File: src/rtl/cache_pkg.sv
// Shared definitions for the cache miss path: default geometry and refill FSM states.
package cache_pkg;

  localparam int BLOCK_SIZE_DEFAULT = 16;
  localparam int OFFSET_BITS        = $clog2(BLOCK_SIZE_DEFAULT);

  typedef enum logic [1:0] {
    IDLE = 2'd0,
    WB   = 2'd1,
    RD   = 2'd2,
    FILL = 2'd3
  } refill_state_t;

endpackage

File: src/rtl/cache_refill_ctrl.sv
// Miss handler: optional byte-wise victim writeback, then byte-wise block fetch,
// delivered to the cache as a single-cycle fill pulse.
module cache_refill_ctrl
  import cache_pkg::*;
#(
  parameter int BLOCK_SIZE = cache_pkg::BLOCK_SIZE_DEFAULT,
  parameter int ADDR_WIDTH = 32
) (
  input  logic                    clk,
  input  logic                    reset,
  input  logic                    req_valid,
  output logic                    req_ready,
  input  logic [ADDR_WIDTH-1:0]   req_addr,
  input  logic                    req_wb,
  input  logic [ADDR_WIDTH-1:0]   req_wb_addr,
  input  logic [8*BLOCK_SIZE-1:0] req_wb_line,
  output logic                    fill_valid,
  output logic [ADDR_WIDTH-1:0]   fill_addr,
  output logic [8*BLOCK_SIZE-1:0] fill_line,
  output logic                    mem_req_valid,
  input  logic                    mem_req_ready,
  output logic                    mem_req_we,
  output logic [ADDR_WIDTH-1:0]   mem_req_addr,
  output logic [7:0]              mem_req_wdata,
  input  logic                    mem_rsp_valid,
  input  logic [7:0]              mem_rsp_data
);

  localparam int OFF_W = $clog2(BLOCK_SIZE);
  localparam int CNT_W = OFF_W + 1;

  localparam logic [CNT_W-1:0]      CNT_LAST   = CNT_W'(BLOCK_SIZE - 1);
  localparam logic [CNT_W-1:0]      CNT_FULL   = CNT_W'(BLOCK_SIZE);
  localparam logic [CNT_W-1:0]      CNT_ONE    = CNT_W'(1);
  localparam logic [ADDR_WIDTH-1:0] ALIGN_MASK = ~(ADDR_WIDTH'(BLOCK_SIZE - 1));

  refill_state_t state, state_nxt;

  logic [ADDR_WIDTH-1:0] base, wb_base;
  logic [CNT_W-1:0]      wcnt, icnt, rcnt;
  logic [7:0]            wb_buf   [BLOCK_SIZE];
  logic [7:0]            line_buf [BLOCK_SIZE];

  logic accept, mem_hs;

  assign accept = req_valid && req_ready;
  assign mem_hs = mem_req_valid && mem_req_ready;

  always_ff @(posedge clk or posedge reset) begin
    if (reset) state <= IDLE;
    else       state <= state_nxt;
  end

  // All request-side outputs decode from state and counters only, so no
  // memory response can reach the request channel in the same cycle.
  always_comb begin
    state_nxt     = state;
    req_ready     = 1'b0;
    fill_valid    = 1'b0;
    mem_req_valid = 1'b0;
    mem_req_we    = 1'b0;
    mem_req_addr  = '0;
    mem_req_wdata = '0;
    case (state)
      IDLE: begin
        req_ready = 1'b1;
        if (req_valid) state_nxt = req_wb ? WB : RD;
      end
      WB: begin
        mem_req_valid = 1'b1;
        mem_req_we    = 1'b1;
        mem_req_addr  = wb_base + ADDR_WIDTH'(wcnt);
        mem_req_wdata = wb_buf[wcnt[OFF_W-1:0]];
        if (mem_req_ready && wcnt == CNT_LAST) state_nxt = RD;
      end
      RD: begin
        mem_req_valid = (icnt < CNT_FULL);
        mem_req_addr  = base + ADDR_WIDTH'(icnt);
        if (mem_rsp_valid && rcnt == CNT_LAST) state_nxt = FILL;
      end
      FILL: begin
        fill_valid = 1'b1;
        state_nxt  = IDLE;
      end
      default: state_nxt = IDLE;
    endcase
  end

  always_ff @(posedge clk or posedge reset) begin
    if (reset) begin
      base    <= '0;
      wb_base <= '0;
      wcnt    <= '0;
      icnt    <= '0;
      rcnt    <= '0;
      for (int i = 0; i < BLOCK_SIZE; i++) begin
        wb_buf[i]   <= '0;
        line_buf[i] <= '0;
      end
    end else begin
      case (state)
        IDLE: if (accept) begin
          base    <= req_addr & ALIGN_MASK;
          wb_base <= req_wb_addr & ALIGN_MASK;
          wcnt    <= '0;
          icnt    <= '0;
          rcnt    <= '0;
          for (int i = 0; i < BLOCK_SIZE; i++) wb_buf[i] <= req_wb_line[8*i +: 8];
        end
        WB: if (mem_hs) wcnt <= wcnt + CNT_ONE;
        // Issue and receive advance independently; responses land in arrival order.
        RD: begin
          if (mem_hs) icnt <= icnt + CNT_ONE;
          if (mem_rsp_valid) begin
            line_buf[rcnt[OFF_W-1:0]] <= mem_rsp_data;
            rcnt                      <= rcnt + CNT_ONE;
          end
        end
        default: ;
      endcase
    end
  end

  assign fill_addr = base;

  for (genvar g = 0; g < BLOCK_SIZE; g++) begin : g_fill
    assign fill_line[8*g +: 8] = line_buf[g];
  end

endmodule

File: config.mk
export PLATFORM = sky130hd
export DESIGN_NAME = cache_refill_ctrl
export DESIGN_NICKNAME = d
export VERILOG_FILES = /design/src/rtl/cache_pkg.sv /design/src/rtl/cache_refill_ctrl.sv
export SDC_FILE = /design/constraint.sdc
export NUM_CORES = 1
export LEC_CHECK = 0
export ABC_AREA = 1
export BUFFER_PORTS_ARGS = -buffer_cell sky130_fd_sc_hd__buf_2
export CORE_MARGIN = 2
export CORE_UTILIZATION = 30
export DETAILED_ROUTE_END_ITERATION = 8
export PLACE_DENSITY = 0.55
export SLEW_MARGIN = 20
export SYNTH_ARGS = -nofsm -noshare
export SYNTH_HDL_FRONTEND = slang
export SYNTH_SLANG_ARGS = --single-unit
File: constraint.sdc
create_clock -name clk -period 10.4 [get_ports clk]
set_input_delay 0.52 -clock clk [delete_from_list [all_inputs] [get_ports clk]]
set_output_delay 0.52 -clock clk [all_outputs]
set_load 0.03 [all_outputs]
**After elaboration in Yosys (flattened, before gate mapping)**

Index checks and enable logic that the tools add are counted.

- Magnitude comparators: 4
- Add/sub/neg operators: 5
- Eq/ne operators: 12
- Bitwise operators: 2
- Reductions and logical operators: 14
- Muxes and demuxes: 24

Operators with widths:

| kind | number |
|---|---|
| $bwmux 128 | 1 |
| $add 32x5->32 | 2 |
| $pmux 32 s2 | 1 |
| $bmux 8 s4 | 1 |
| $demux 8 s4 | 1 |
| $mux 8 | 4 |
| $pmux 5 s2 | 3 |
| $mux 5 | 4 |
| $add 5x1->5 const B | 3 |
| $ne 2x2->1 const B | 7 |
| $reduce_and 3->1 | 4 |
| $eq 5x4->1 const B | 2 |
| $ge 5x5->1 const B | 2 |
| $not 4->5 | 2 |
| $mux 2 | 4 |
| $pmux 2 s4 | 1 |
| $logic_and 1x1->1 | 5 |
| $lt 5x1->1 const B | 1 |
| $lt 5x5->1 const B | 1 |
| $eq 2x2->1 const B | 2 |
| $reduce_and 2->1 | 2 |
| $reduce_bool 2->1 | 2 |
| $mux 1 | 3 |
| $eq 2x1->1 const B | 1 |
| other kinds (2) | 2 |

- Flip-flop bits (word level): 329
- Output and inout bits: 204
- Logic and storage cells: 99

**Depth between registers and ports, before layout**

- Depth after elaboration: 6
- Gate-level depth with buffers: 11
- Depth with buffers taken out: 11

**Worst setup path after synthesis**

Ideal clock, no wire load.

- Path kind: register to output
- Start point: register base[4], in the netlist fill_addr[4]
- End point: output port mem_req_addr[28]
- Data required time: 9880 ps
- Arrival time: 2078 ps
- Path slack: 7802 ps
- Cell stages (with the launch flop): 11
- Cells stage by stage: dfrtp_1 ha_1 ha_1 nand2_1 nor2_2 nand2_2 nor2_4 nand2_1 nand2_1 nand3_1 a21oi_1

- Word-level cells in the longest chain between the ends: 2

Ends and longest elaborated chain:

| what | RTL line | source |
|---|---|---|
| from (decl) | cache_refill_ctrl.sv:39 | `logic [ADDR_WIDTH-1:0] base, wb_base;` |
| from (signal assigned) | cache_refill_ctrl.sv:103 | `base <= req_addr & ALIGN_MASK;` |
| $add 32x5->32 | cache_refill_ctrl.sv:78 | `mem_req_addr = base + ADDR_WIDTH'(icnt);` |
| $pmux 32 s2 | cache_refill_ctrl.sv:64 | `case (state)` |
| to (decl) | cache_refill_ctrl.sv:23 | `output logic [ADDR_WIDTH-1:0] mem_req_addr,` |

Every way passes these cells.

**Worst setup path in the final report**

- Start point: register wcnt[2]
- End point: output port mem_req_wdata[5]

- Word-level cells in the longest chain between the ends: 5

Ends and longest elaborated chain:

| what | RTL line | source |
|---|---|---|
| from (decl) | cache_refill_ctrl.sv:40 | `logic [CNT_W-1:0] wcnt, icnt, rcnt;` |
| from (signal assigned) | cache_refill_ctrl.sv:110 | `WB: if (mem_hs) wcnt <= wcnt + CNT_ONE;` |
| $not 4->5 (not written as such) | cache_refill_ctrl.sv:73 | `mem_req_wdata = wb_buf[wcnt[OFF_W-1:0]];` |
| $bmux 8 s4 | cache_refill_ctrl.sv:73 |  |
| $mux 8 (not written as such) (2 in series) | cache_refill_ctrl.sv:73 |  |
| $mux 8 | cache_refill_ctrl.sv:64 |  |
| to (decl) | cache_refill_ctrl.sv:24 | `output logic [7:0] mem_req_wdata,` |

Every way passes these cells. The select of a mux whose other input is x is not followed.

==> metrics.csv <==
metric,value,unit
Least-Margin Pin Slew,1.076,ns
Cells after DPL,2969,
CTS tree,yes,
initial antenna violation count,9,
remaining antenna violation count after routing,0,
Main synth FF type,dfrtp_1,
synthesized cell area,15560,um^2
number of setup buffers added after CTS,0,
share of the synthesized area in the top cell type,52.92,%
Worst slew margin,28.28,%
FMAX,263.1,MHz
top-count cell post-synth,nand2_1,
crit path time final,3.800,ns
fin cells,3044,
number of global-route vias before repair,14180,
die span in y,231.7,um
status,"finished, final reports clean",
WL/cell,17.54,um
Residual DRC,0,
Routed WL,53.39,mm
post-synthesis register bit count,329,
Initial Util,30.33,%
GRT Residual Overflow,0,
worst-case vdd ir drop,0.1714,mV
GR peak layer,met2,
port bufs,397,
Die Width,231.7,um
clk_lat worst skew,0.56,ns
Cell variety after synth,29,
register area,8235,um^2
sw power,2.783,mW
part of the Yosys area used for sequential elements,52.92,%
max-cap violations,0,
Startpoint Class,flip-flop,
largest net degree at the start of global routing,138,
Yosys warning count,0,
cell accounting for the most synthesized area,dfrtp_1,
Setup crit end kind,primary output,
share of layout cells above drive strength 1,21.88,%
Switching Share,44.96,%
drt pass-1 iters,5,
initial DRC count,957,
Worst EP arrival,3.28,ns
area of the multi-input gates,6415,um^2
"Slew Viols, Final",0,
register-to-register setup slack,7.01,ns
Synth Instances,1984,
Nets,2554,
Setup Crit Path Kind,flip-flop to primary output,
Crit path required time,9.88,ns
hold slack,0.1025,ns
GR Layer Usage met2,31.17,%
# fillers,5353,
Site Rows,83,
total core area,51300,um^2
path depth of the worst reg2reg path,6,
worst r2r dst,wb_buf[32]$_DFFE_PP0P_,
final hold violations,0,
Post-CTS Hold Buffers,0,
Root Buffer,clkbuf_16,
final setup violation count,0,
RSZ-0062 raised after global routing,no,
Async SR Flop Fraction,100.0,%
Clk pwr share,23.9,%
commonest cells in the netlist,"nand2_1 (753), dfrtp_1 (329), o21ai_0 (227), nor2_1 (138), inv_1 (114)",
Via density,4.761,
Vias,14493,
Syn-to-layout area delta,24.77,%
CTS Sinks,329,
die area,53700,um^2
HPWL Detailed,37.01,mm
met1 Use GR,26.18,%
GRT met3 Usage,4.740,%
ranking of synthesized cells by area,"dfrtp_1 (53%), nand2_1 (18%), o21ai_0 (7.3%)",
clk slew on worst S/H paths,0.06,ns
pwr/cell area,318.9,nW/um^2
clk buf depth,3,
CTS Buf Count,41,
placer congestion estimate,0.8771,
logic gate share of total power,41.0,%
final setup TNS,0,ns
worst hold path type,input pin to asynchronous set/reset pin,
Flop pwr share,35.0,%
IO Count,410,
global-route wire length before repair,82.14,mm
CP max FO,20,
H-tree depth,2,
Avg Inst Size Synth,7.842,um^2
reg2reg start,state[0]$_DFFE_PP0P_,
Int Pwr,3.407,mW
post-CTS resize count,0,
clk_skew,0.01768,ns
total track usage,19.48,%
leakage,9.870,nW
Post-synth EDFFs,0,
fin crit share,36.54,%
worst max path at each step:
stage	start	to	slack [ns]	cells past startpoint
final	wcnt[2]$_DFFE_PP0P_	mem_req_wdata[5]	6.60	5
after detailed placement	state[0]$_DFFE_PP0P_	wb_buf[32]$_DFFE_PP0P_	7.03	6
after CTS	wcnt[2]$_DFFE_PP0P_	mem_req_wdata[5]	6.54	5
after global routing	wcnt[2]$_DFFE_PP0P_	mem_req_wdata[5]	6.38	5
after floorplan	reset	fill_addr[10]$_DFFE_PP0P_	0.77	1
after global placement	state[0]$_DFFE_PP0P_	wb_buf[37]$_DFFE_PP0P_	7.11	6
kinds of logic (layout without fill, tap and decap cells):
logic type,count (synthesis),after routing,share of synthesized area [%]
other cells,1,5,0.02410
flops,329,329,52.92
compound gates,382,382,12.88
simple gates,1030,1030,26.75
buf+inv,223,599,5.975
xor+xnor,3,3,0.1689
fa+ha+maj,16,16,1.287
per-stage QoR:
| stage | setup slack (ns) | total power, mW | utilization [%] | cell area, um^2 |
|---|---|---|---|---|
| 3_5_place_dp | 7.030 | 4.737 | 35.12 | 18020 |
| 2_1_floorplan | 0.7686 | 3.883 | - | 15570 |
| 4_1_cts | 6.537 | 6.251 | 37.83 | 19410 |
| 6_report | 6.600 | 6.190 | 37.84 | 19410 |
| 3_3_place_gp | 7.110 | 4.695 | 35.12 | 18020 |
| 5_1_grt | 6.378 | 6.620 | 37.84 | 19410 |
placed cells by master, fill, tap and decap left out, types with 4 or more instances in the layout:
cell type  instances
nand2_1          752
nand4_1            7
clkbuf_1          13
conb_1             4
clkbuf_8          10
o22ai_1            4
bufinv_16          4
ha_1              16
a21oi_1           76
nor2_1           138
dfrtp_1          327
nand2_2           13
nand3_1           88
nor2_4            10
buf_2            397
nor2_2            12
o21ai_0          227
or2_2              5
clkbuf_16         41
o21ai_1           40
buf_4              9
o211ai_1          33
inv_1            112
worst max-delay path, stage by stage, from the launching register on:
cell and delay [ns]:
dfrtp_1 0.91, inv_1 0.72, o211ai_1 0.46, nand3_1 0.15
a21oi_1 0.22, buf_2 0.24
flip-flops by register name, summed over array words and instances, names as in the netlist:
register,count
wcnt,5
fill_line,128
state,2
wb_buf,128
fill_addr,28
icnt,5
rcnt,5
wb_base,28
final cells by class:
| type | instances | area share [%] |
|---|---|---|
| clock buffer | 64 | 6.246 |
| clock inverter | 10 | 0.9024 |
| antenna | 1 | 0.01289 |
| inverter | 118 | 2.346 |
| timing repair buffer | 407 | 10.64 |
| multi-input combinational | 1435 | 33.05 |
| sequential | 329 | 42.42 |
| tap | 680 | 4.383 |
per-layer routing:
metal  up-vias  share of wire (%)
met4        16                2.2
li1       7036                  -
met5         -               0.19
met1      6918                 44
met3        82                7.3
met2       441                 46
power by group through the flow:
stage	Clock, mW	Combinational (mW)	Sequential, mW
2_1_floorplan	0	1.39	2.49
3_3_place_gp	0	2.53	2.16
3_5_place_dp	0	2.56	2.18
4_1_cts	1.52	2.57	2.16
5_1_grt	1.57	2.81	2.23
6_report	1.48	2.54	2.17
Power figures use the tool's default switching activity.
